[src/rtl/mul_seq_unit_if.sv]
// Operand/result bundle between the controller/register file and the
// iterative multiplier.
interface mul_seq_unit_if #(
  parameter int WIDTH = 32
);
  logic             start;
  logic [WIDTH-1:0] srcA;
  logic [WIDTH-1:0] srcB;
  logic             isSigned;
  logic             longFlag;
  logic             busy;
  logic             done;
  logic [WIDTH-1:0] resultLo;
  logic [WIDTH-1:0] resultHi;
  logic [1:0]       mulFlags;

  modport master (
    output start, srcA, srcB, isSigned, longFlag,
    input  busy, done, resultLo, resultHi, mulFlags
  );

  modport slave (
    input  start, srcA, srcB, isSigned, longFlag,
    output busy, done, resultLo, resultHi, mulFlags
  );
endinterface

[src/rtl/mul_seq_unit.sv]
// Radix-2 shift-add multiplier for MUL/UMULL/SMULL: WIDTH add iterations on
// operand magnitudes, then a sign-fixup/writeback cycle and a one-cycle done.
module mul_seq_unit #(
  parameter int WIDTH = 32,
  parameter int CNTW  = 6
) (
  input logic           clk,
  input logic           reset,
  mul_seq_unit_if.slave bus
);

  typedef enum logic [1:0] {S_IDLE, S_RUN, S_DONE} state_t;

  state_t             state_q, state_d;
  logic               long_q, long_d;
  logic               neg_q, neg_d;
  logic [WIDTH-1:0]   mag_a_q, mag_a_d;
  logic [WIDTH-1:0]   mag_b_q, mag_b_d;
  logic [2*WIDTH-1:0] acc_q, acc_d;
  logic [CNTW-1:0]    cnt_q, cnt_d;
  logic [WIDTH-1:0]   res_lo_q, res_lo_d;
  logic [WIDTH-1:0]   res_hi_q, res_hi_d;
  logic [1:0]         flags_q, flags_d;
  logic               sgn;
  logic [2*WIDTH-1:0] prod;

  always_ff @(posedge clk or posedge reset) begin
    if (reset) begin
      state_q  <= S_IDLE;
      long_q   <= 1'b0;
      neg_q    <= 1'b0;
      mag_a_q  <= '0;
      mag_b_q  <= '0;
      acc_q    <= '0;
      cnt_q    <= '0;
      res_lo_q <= '0;
      res_hi_q <= '0;
      flags_q  <= 2'b01;
    end else begin
      state_q  <= state_d;
      long_q   <= long_d;
      neg_q    <= neg_d;
      mag_a_q  <= mag_a_d;
      mag_b_q  <= mag_b_d;
      acc_q    <= acc_d;
      cnt_q    <= cnt_d;
      res_lo_q <= res_lo_d;
      res_hi_q <= res_hi_d;
      flags_q  <= flags_d;
    end
  end

  always_comb begin
    state_d  = state_q;
    long_d   = long_q;
    neg_d    = neg_q;
    mag_a_d  = mag_a_q;
    mag_b_d  = mag_b_q;
    acc_d    = acc_q;
    cnt_d    = cnt_q;
    res_lo_d = res_lo_q;
    res_hi_d = res_hi_q;
    flags_d  = flags_q;
    sgn      = 1'b0;
    prod     = '0;

    unique case (state_q)
      S_IDLE: begin
        if (bus.start) begin
          sgn     = bus.isSigned & bus.longFlag;
          long_d  = bus.longFlag;
          mag_a_d = (sgn && bus.srcA[WIDTH-1]) ? -bus.srcA : bus.srcA;
          mag_b_d = (sgn && bus.srcB[WIDTH-1]) ? -bus.srcB : bus.srcB;
          neg_d   = sgn & (bus.srcA[WIDTH-1] ^ bus.srcB[WIDTH-1]);
          acc_d   = '0;
          cnt_d   = '0;
          state_d = S_RUN;
        end
      end
      S_RUN: begin
        if (cnt_q == CNTW'(WIDTH)) begin
          // Sign fixup on the full 2W product; the short form keeps only the low word.
          prod     = neg_q ? -acc_q : acc_q;
          res_lo_d = prod[WIDTH-1:0];
          res_hi_d = long_q ? prod[2*WIDTH-1:WIDTH] : '0;
          flags_d  = {(long_q ? prod[2*WIDTH-1] : prod[WIDTH-1]),
                      ~|{res_hi_d, res_lo_d}};
          state_d  = S_DONE;
        end else begin
          if (mag_b_q[0]) begin
            acc_d = acc_q + ({{WIDTH{1'b0}}, mag_a_q} << cnt_q);
          end
          mag_b_d = mag_b_q >> 1;
          cnt_d   = cnt_q + 1'b1;
        end
      end
      S_DONE:  state_d = S_IDLE;
      default: state_d = S_IDLE;
    endcase
  end

  assign bus.busy     = (state_q != S_IDLE);
  assign bus.done     = (state_q == S_DONE);
  assign bus.resultLo = res_lo_q;
  assign bus.resultHi = res_hi_q;
  assign bus.mulFlags = flags_q;

endmodule

[src/flat_wrapper.sv]
// flat-port wrapper written by rule: the top's interface ports become plain ports
module mul_seq_unit_flat 
#(
  parameter int WIDTH = 32,
  parameter int CNTW  = 6
)
  (clk, reset, bus_start, bus_srcA, bus_srcB, bus_isSigned, bus_longFlag, bus_busy, bus_done, bus_resultLo, bus_resultHi, bus_mulFlags);
  mul_seq_unit_if #(.WIDTH(WIDTH)) bus_i ();
  input logic clk;
  input logic reset;
  input wire logic [$bits(bus_i.start)-1:0] bus_start;
  input wire logic [$bits(bus_i.srcA)-1:0] bus_srcA;
  input wire logic [$bits(bus_i.srcB)-1:0] bus_srcB;
  input wire logic [$bits(bus_i.isSigned)-1:0] bus_isSigned;
  input wire logic [$bits(bus_i.longFlag)-1:0] bus_longFlag;
  output wire logic [$bits(bus_i.busy)-1:0] bus_busy;
  output wire logic [$bits(bus_i.done)-1:0] bus_done;
  output wire logic [$bits(bus_i.resultLo)-1:0] bus_resultLo;
  output wire logic [$bits(bus_i.resultHi)-1:0] bus_resultHi;
  output wire logic [$bits(bus_i.mulFlags)-1:0] bus_mulFlags;
  assign bus_i.start = bus_start;
  assign bus_i.srcA = bus_srcA;
  assign bus_i.srcB = bus_srcB;
  assign bus_i.isSigned = bus_isSigned;
  assign bus_i.longFlag = bus_longFlag;
  assign bus_busy = bus_i.busy;
  assign bus_done = bus_i.done;
  assign bus_resultLo = bus_i.resultLo;
  assign bus_resultHi = bus_i.resultHi;
  assign bus_mulFlags = bus_i.mulFlags;
  mul_seq_unit #(.WIDTH(WIDTH), .CNTW(CNTW)) u_core (.clk(clk), .reset(reset), .bus(bus_i));
endmodule
[config.mk]
export PLATFORM = sky130hd
export DESIGN_NAME = mul_seq_unit_flat
export DESIGN_NICKNAME = d
export VERILOG_FILES = /design/src/rtl/mul_seq_unit_if.sv /design/src/rtl/mul_seq_unit.sv /design/src/flat_wrapper.sv
export SDC_FILE = /design/constraint.sdc
export NUM_CORES = 1
export LEC_CHECK = 0
export BUFFER_PORTS_ARGS = -buffer_cell sky130_fd_sc_hd__buf_2
export CORE_MARGIN = 2
export CORE_UTILIZATION = 55
export DETAILED_ROUTE_END_ITERATION = 7
export PLACE_DENSITY = 0.74
export RECOVER_POWER = 100
export SYNTH_ARGS = -nofsm -noshare
export SYNTH_HDL_FRONTEND = slang
export SYNTH_SLANG_ARGS = --single-unit
export TNS_END_PERCENT = 20
[constraint.sdc]
create_clock -name clk -period 22.7 [get_ports clk]
set_clock_uncertainty 0.2 [all_clocks]
set_input_delay 4.54 -clock clk [delete_from_list [all_inputs] [get_ports clk]]
set_output_delay 4.54 -clock clk [all_outputs]
set_load 0.005 [all_outputs]
Yosys cells after proc, flatten, opt, wreduce, memory -nomap -nowiden --
Cells that the tools add are included.
Storage, ports and cells: register bits after elaboration 204, output and inout bits 68, word-level logic and storage cells 56
Cells by class: add/subtract/negate cells 5, eq/ne operators 7, shift-type cells 1, mux-type cells 18, bitwise gates (word level) 3, reductions and logical operators 12
Operator list (count):
- 64-bit 2-to-1 mux | 4
- 32-bit 2-to-1 mux | 5
- 64-bit case mux with 2 select lines | 1
- 64-bit adder | 1
- 32-bit negator | 2
- 64-bit negator | 1
- 32-bit case mux with 2 select lines | 1
- 64-bit OR reduction | 1
- 32-bit by 6-bit left shift with 64-bit output | 1
- 6-bit 2-to-1 mux | 2
- 6-bit case mux with 2 select lines | 1
- 6-bit by 1-bit adder with 6-bit output (second input constant) | 1
- 6-bit == test (second input constant) | 1
- 2-bit AND reduction | 3
- 2-bit 2-to-1 mux | 2
- 2-bit by 1-bit inequality test with 1-bit output (second input constant) | 2
- 2-bit inequality test (second input constant) | 2
- 2-bit case mux with 2 select lines | 1
- 4-bit AND reduction | 1
- 2-bit nonzero test | 2
- 3-bit AND reduction | 1
- 1-bit AND | 2
- 2-bit by 1-bit == test with 1-bit output (second input constant) | 1
- 2-bit == test (second input constant) | 1
- 5 further kinds | 6

Longest topological paths before layout --
Gate-level depths: netlist (run 1).
depth after elaboration 5, gate-level depth with buffers 25

Worst setup path before layout (run 1) --
Ideal clock, no wire load.
path kind input port to flip-flop, start input port bus_srcB[4], end register u_core.mag_b_q[29], setup time 139 ps, arrival time 6492 ps, setup slack 15869 ps, stages 10, buffers on the path 0, cells stage by stage nor3_1 -> nand2b_1 -> nor4b_1 -> and3_1 -> nand3_1 -> o41ai_1 -> xor2_1 -> nor2_1 -> a21oi_1 -> o21ai_0
On the way: cells in the longest elaborated chain, start to end 4
RTL lines:
- from (decl) | RTL line flat_wrapper.sv:13 | input wire logic [$bits(bus_i.srcB)-1:0] bus_srcB;
- 32-bit negator | RTL line mul_seq_unit.sv:73 | mag_b_d = (sgn && bus.srcB[WIDTH-1]) ? -bus.srcB : bus.srcB;
- 32-bit 2-to-1 mux | RTL line mul_seq_unit.sv:73
- 32-bit 2-to-1 mux | RTL line mul_seq_unit.sv:69 | if (bus.start) begin
- 32-bit case mux with 2 select lines | RTL line mul_seq_unit.sv:67 | unique case (state_q)
- to (signal assigned) | RTL line mul_seq_unit.sv:44 | mag_b_q <= mag_b_d;
- to (decl) | RTL line mul_seq_unit.sv:18 | logic [WIDTH-1:0] mag_b_q, mag_b_d;
Every way passes these cells. The select of a mux whose other input is x is not followed. A chain may end at the register's enable or synchronous reset.

==> impl_results.md, run 1 <==
- Wire length of the first global-routing pass: 78,100 um
- Number of buffers inserted during clock tree synthesis: 24
- Average cell area after synthesis: 7.65 sq um
- Final setup slack of the worst path: 11,360 ps
- Effective utilization at floorplan: 55.8%
- Leakage power figure: 8.17 nW
- Power Dens Cells: 175 nW/um^2
- Arrival time of the worst setup path: 10,670 ps
- Path category of the worst min-delay check: reg2reg
- Most used flip-flop cell after synthesis: dfrtp_1
- First-pass detailed-route iteration total: 6
- Count of unique library cells instantiated by Yosys: 81
- Total GRT Usage: 28.8%
- Status: finished with violations
- Clock Root Buffer: clkbuf_16
- Top library cells by usage in the layout, fill and taps aside: nand2_1 (360), o21ai_0 (285), dfrtp_1 (202), a21oi_1 (167), nor2_1 (151)
- Die outline width: 180 um
- Register area share after synthesis: 30.0%
- Final layout net count: 2,388
- Post-Place Setup Slack: 15,240 ps
- Mapped cell area: 17,000 sq um
- Class of the most critical setup path: in2async
- Area growth from synthesis to layout: 8.62%
- Drc violations: 0
- Average wire per standard cell: 17.9 um
- Pins Over Slew Limit: 565
- Overall routed net length: 47,600 um
- Number of instances on the worst hold path: 2
- Worst max-slew margin expressed relative to the limit: -292%
- Synth top area share: 29.8%
- Cell types occupying the most area after synthesis: dfrtp_1 (30%), o21ai_0 (8.4%), nand2_1 (8.0%)
- DR vias: 16,200
- Clock Latency Late Sink: 540 ps
- Area after detailed placement: 17,800 sq um
- Startpoint Class: primary input
- Yosys reg bits: 204
- Post-synth EDFFs: 0
- Total of warnings raised by yosys: 0
- Ys async rst share: 100%
- Sum of net half-perimeters after detailed placement: 36,000 um
- Finish-stage setup viols: 0
- TNS Setup: 0 ps
- IO buf count: 136
- Standard-cell row count: 64
- Grt ovf: 0
- Resize count post-CTS: 0
- Core footprint: 30,500 sq um
- Height of the chip: 180 um
- Full die area: 32,400 sq um
- Number of fill cells: 2,849
- Total power draw: 3.23 mW
- Max Fclk: 88.2 MHz
- Number of global-route vias before repair: 15,000
- Post-layout minimum cycle time: 11,340 ps
- Clock tree from TritonCTS: built
- Post-Syn Nets: 2,365
- Unrepaired setup endpoints after global routing: false
- Number of max-cap violations: 8
- Fraction of layout cells with a size suffix above 1: 9.40%
- Critical path endpoint category: async pin
- Failing checks: max-capacitance violations, max-slew violations
- Maximum number of pins on one net before global-route repair: 134
- Largest area contributor in the netlist: dfrtp_1
- Final instance area: 18,500 sq um
- Deepest level of the CTS H-tree: 1
- Crit path max fanout: 133
- Count of antenna-violating nets left after detailed routing: 0
- Worst voltage drop across the vdd grid: 0.0813 mV
- Leading cell type in the layout, fill and taps excluded: nand2_1
- Final Cycle Share: 49.9%
- Hold Fails Final Rpt: 0
- Clock transition time at the flip-flop clock pins of the worst setup and hold paths: 60 ps
- Number of primary I/O pins: 137
- Buffers from clock root to sink, at most: 3
- Cell count after synthesis: 2,226
- Antenna violations before repair: 0
- Iteration-0 DRC count of the detailed router: 1,508
- Depth of the most critical reg-to-reg path: 14
- GP Congestion: 0.967
- CP required: 22,030 ps
- CTS Sinks: 204
- Setup Fix Bufs, Post-CTS: 0
- Final antenna diode count: 0
- Vias per std cell: 6.07
- Worst slew pin tran: 5880 ps
- Count of hold-fix buffers inserted at cts: 0
## area by class of cell
cell class | count | area, sq um | share of cell area (%)
clock buffers | 35 | 692 | 3.74
clock inverters | 9 | 114 | 0.615
inverters | 43 | 163 | 0.879
multi-input cells | 1824 | 11200 | 60.4
flip-flops and latches | 204 | 5110 | 27.6
well taps | 396 | 495 | 2.68
repair buffers | 152 | 747 | 4.04
## cell usage after synthesis, types with 21 or more instances
library cell  instances
dfrtp_1             203
nor4_1               21
nand4_1              28
ha_1                 69
nor2_1              151
and2_1               29
nor3_1               34
clkbuf_1            135
mux2i_1              44
o22ai_1              24
inv_1                41
a21oi_1             167
nand3_1             108
xor2_1               89
o31ai_1              25
nand2_1             362
o21ai_0             285
a21o_1               45
xnor2_1              96
## per-stage QoR
step	util, %	hold WS, ps	instances
after detailed placement	58.2	258	2619
final	60.6	268	2663
after global placement	58.2	254	2619
after floorplan	-	245	2226
after global routing	60.6	297	2663
after CTS	60.9	273	2663
## logic make-up after synthesis
kind of cell / count (synthesis) / share of synthesized area (%)
AO/OA/AOI/OAI: 658 / 22.7
XOR/XNOR: 185 / 9.51
adder cells (fa/ha/maj): 70 / 5.19
buffers and inverters: 198 / 4.47
flip-flops: 204 / 30.0
multiplexers: 65 / 5.10
AND/OR/NAND/NOR: 846 / 23.1
## worst max-delay path: stages
cell	delay [ps]
buf_2	100
clkinvlp_2	3190
clkbuf_1	2760
## registers in the layout (all words and copies together), names as in the netlist
name and count:
u_core.bus.resultLo 32, u_core.neg_q 1, u_core.cnt_q 6, u_core.state_q 2
u_core.mag_b_q 32, u_core.bus.resultHi 32, u_core.acc_q 64, u_core.mag_a_q 32
u_core.long_q 1, u_core.bus.mulFlags 2
## where the power goes
part | internal, mW | total (mW) | leakage [nW] | switching, mW
clock | 0.235 | 0.394 | 0.398 | 0.159
combinational | 0.815 | 2.12 | 5.14 | 1.31
sequential | 0.525 | 0.716 | 2.63 | 0.190
total | 1.58 | 3.23 | 8.17 | 1.66
## worst paths after layout
path,start,slack (ps),endpoint
setup / recovery,reset,11360,u_core.neg_q$_DFFE_PP0P_
hold / removal,u_core.bus.resultHi[17]$_DFFE_PP0P_,270,u_core.bus.resultHi[17]$_DFFE_PP0P_
setup reg to reg,u_core.cnt_q[3]$_DFFE_PP0P_,14800,u_core.bus.mulFlags[0]$_DFFE_PP1P_
hold reg to reg,u_core.bus.resultHi[17]$_DFFE_PP0P_,270,u_core.bus.resultHi[17]$_DFFE_PP0P_
max in group clk,bus_start,14390,u_core.mag_a_q[13]$_DFFE_PP0P_
min in group asynchronous,reset,5570,u_core.acc_q[5]$_DFFE_PP0P_
## layer usage
layer	GRT usage (%)	up-vias	share of wire, %
li1	-	7983	-
met5	0	-	0
met4	9.50	0	3.0
met1	40.9	7532	45
met3	3.38	88	6.6
met2	46.0	563	45
Power figures use the tool's default switching activity.
==> inputs of run 2 (changes only) <==
- PLACE_DENSITY: 0.74 -> 0.77
- clock period: 22.7 -> 9.61 ns (I/O delays scaled with it)
==> run 2 against run 1 <==
The flow still finishes with violations (max-capacitance violations, max-slew violations). Die area unchanged. Sequential cell count unchanged. Worst setup slack worse by 8800 ps. Cell area about the same. Non-clock buffer count up 1. Sequential share of layout area about the same. Clock-buffer cell count down 5. First-iteration DRC count down 6.5%. Combinational power up 140%. Critical path type is now reg2reg. Critical endpoint is now u_core.acc_q[60]$_DFFE_PP0P_.
==> impl_results.md, run 2 (synthesized netlist as in run 1, its figures left out) <==
- Status: finished with violations
- Failing checks: max-capacitance violations, max-slew violations
- IO buf count: 136
- Antenna violations before repair: 0
- Maximum number of pins on one net before global-route repair: 132
- Area growth from synthesis to layout: 8.53%
- Final antenna diode count: 0
- Top library cells by usage in the layout, fill and taps aside: nand2_1 (361), o21ai_0 (285), dfrtp_1 (202), a21oi_1 (167), nor2_1 (151)
- Max Fclk: 143 MHz
- CP required: 9830 ps
- Wire length of the first global-routing pass: 81,200 um
- Number of global-route vias before repair: 15,200
- Clock Latency Late Sink: 550 ps
- Finish-stage setup viols: 0
- Depth of the most critical reg-to-reg path: 17
- Height of the chip: 180 um
- Total GRT Usage: 30.3%
- Core footprint: 30,500 sq um
- Sink of the worst hold path: u_core.bus.resultHi[2]$_DFFE_PP0P_
- Count of hold-fix buffers inserted at cts: 0
- Origin of the critical flop-to-flop path: u_core.cnt_q[2]$_DFFE_PP0P_
- Worst voltage drop across the vdd grid: 0.216 mV
- Worst slew pin tran: 5740 ps
- Arrival time of the worst setup path: 7230 ps
- Die outline width: 180 um
- Clock Root Buffer: clkbuf_16
- Vias per std cell: 6.12
- Flip-flop count of the largest register after layout: 64
- R2R Path End: u_core.acc_q[60]$_DFFE_PP0P_
- Drc violations: 0
- Fraction of layout cells with a size suffix above 1: 9.35%
- Biggest register: u_core.acc_q
- Critical path endpoint category: register
- GRT met2 Usage: 47.8%
- Resize count post-CTS: 0
- Number of fill cells: 2,824
- Final hold slack: 272 ps
- Startpoint Class: register
- Most used routing layer in global routing: met2
- Post-layout minimum cycle time: 7010 ps
- Source of the worst hold timing path: u_core.bus.resultHi[2]$_DFFE_PP0P_
- Filler-free cell count of the finished design: 2,663
- Count of antenna-violating nets left after detailed routing: 0
- Unrepaired setup endpoints after global routing: false
- Average wire per standard cell: 18.7 um
- Buffers from clock root to sink, at most: 3
- First-pass detailed-route iteration total: 6
- Class of the most critical setup path: reg2reg
- Power Dens Cells: 415 nW/um^2
- Full die area: 32,400 sq um
- Number of max-cap violations: 6
- Leading cell type in the layout, fill and taps excluded: nand2_1
- Footprint of the flip-flops and latches: 5110 sq um
- Crit path max fanout: 26
- Effective utilization at floorplan: 55.8%
- Overall routed net length: 49,700 um
- GP Congestion: 1.00
- DR vias: 16,300
- Pins Over Slew Limit: 464
- Leakage power figure: 8.15 nW
- Deepest level of the CTS H-tree: 1
- Register-to-register setup slack: 2600 ps
- CTS Sinks: 204
- Cell count after placement: 2,620
- Met3 capacity usage during global routing: 4.32%
- Final layout net count: 2,389
- Number of primary I/O pins: 137
- Area of the multi-input gates: 11,200 sq um
- TNS Setup: 0 ps
- Number of buffers inserted during clock tree synthesis: 24
- Hold Fails Final Rpt: 0
- Standard-cell row count: 64
- Iteration-0 DRC count of the detailed router: 1,410
- Setup Fix Bufs, Post-CTS: 0
- Grt ovf: 0
- Worst max-slew margin expressed relative to the limit: -283%
- Clock transition time at the flip-flop clock pins of the worst setup and hold paths: 60 ps
- Sum of net half-perimeters after detailed placement: 37,900 um
- Global-route track usage on met1: 42.5%
- Final Cycle Share: 73.0%
- Path category of the worst min-delay check: reg2reg
- Number of instances on the worst hold path: 2
- Clock tree from TritonCTS: built
## run 2: cell types whose count changed in the layout (fill, tap and decap cells not counted), sizes merged
| cell | change |
|---|---|
| buf | -3 |
| clkbuf | -1 |
| clkinv | +3 |
| clkinvlp | +2 |
| inv | -1 |
## run 2: area by class of cell
| class | count | share of cell area [%] |
|---|---|---|
| flip-flops and latches | 204 | 27.6 |
| clock inverters | 13 | 0.751 |
| repair buffers | 153 | 4.07 |
| clock buffers | 30 | 3.53 |
| well taps | 396 | 2.68 |
| inverters | 43 | 0.880 |
| multi-input cells | 1824 | 60.5 |
## run 2: worst max-delay path by stage
stage,start,end,slack (ps),depth (start not counted)
after global routing,reset,u_core.neg_q$_DFFE_PP0P_,1410,3
after CTS,u_core.cnt_q[2]$_DFFE_PP0P_,u_core.acc_q[60]$_DFFE_PP0P_,3170,17
final,u_core.cnt_q[2]$_DFFE_PP0P_,u_core.acc_q[60]$_DFFE_PP0P_,2600,17
after global placement,u_core.cnt_q[2]$_DFFE_PP0P_,u_core.acc_q[60]$_DFFE_PP0P_,3430,17
after detailed placement,u_core.cnt_q[2]$_DFFE_PP0P_,u_core.acc_q[60]$_DFFE_PP0P_,3230,17
after floorplan,reset,u_core.acc_q[0]$_DFFE_PP0P_,1920,1
## run 2: layer usage
layer / routed length [um] / part of all wire (%) / vias to the layer above
li1: - / - / 7980
met1: 22400 / 45 / 7664
met2: 22100 / 44 / 550
met3: 3320 / 6.7 / 114
met4: 1880 / 3.8 / 0
met5: 0 / 0 / -
## run 2: per-stage QoR
stage / instance area (sq um) / utilization (%) / total power, mW / setup slack [ps]
floorplan: 17000 / - / 5.35 / 1920
global placement: 17800 / 58.3 / 6.60 / 3430
detailed placement: 17800 / 58.3 / 6.70 / 3230
CTS: 18600 / 60.8 / 7.63 / 3170
global route: 18500 / 60.6 / 8.34 / 1410
finish: 18500 / 60.6 / 7.67 / 2600
## run 2: worst max-delay path, cell delays in order, from the launching register on
cell       delay, ps
dfrtp_1          870
clkinv_1         530
clkbuf_1         620
mux2i_1          270
or2_2            360
nor2_1           180
ha_1             250
a21oi_1          140
o21ba_2          230
a2111oi_0        580
o21ai_0          430
a2111oi_0        950
nor2_1           270
o21ai_0          310
a31o_2           230
a311oi_1         120
xor2_1           160
o21ai_0          180
## run 2: power breakdown
group	total, mW	internal (mW)	switching [mW]
combinational	5.05	1.93	3.12
sequential	1.71	1.24	0.465
clock	0.920	0.537	0.383
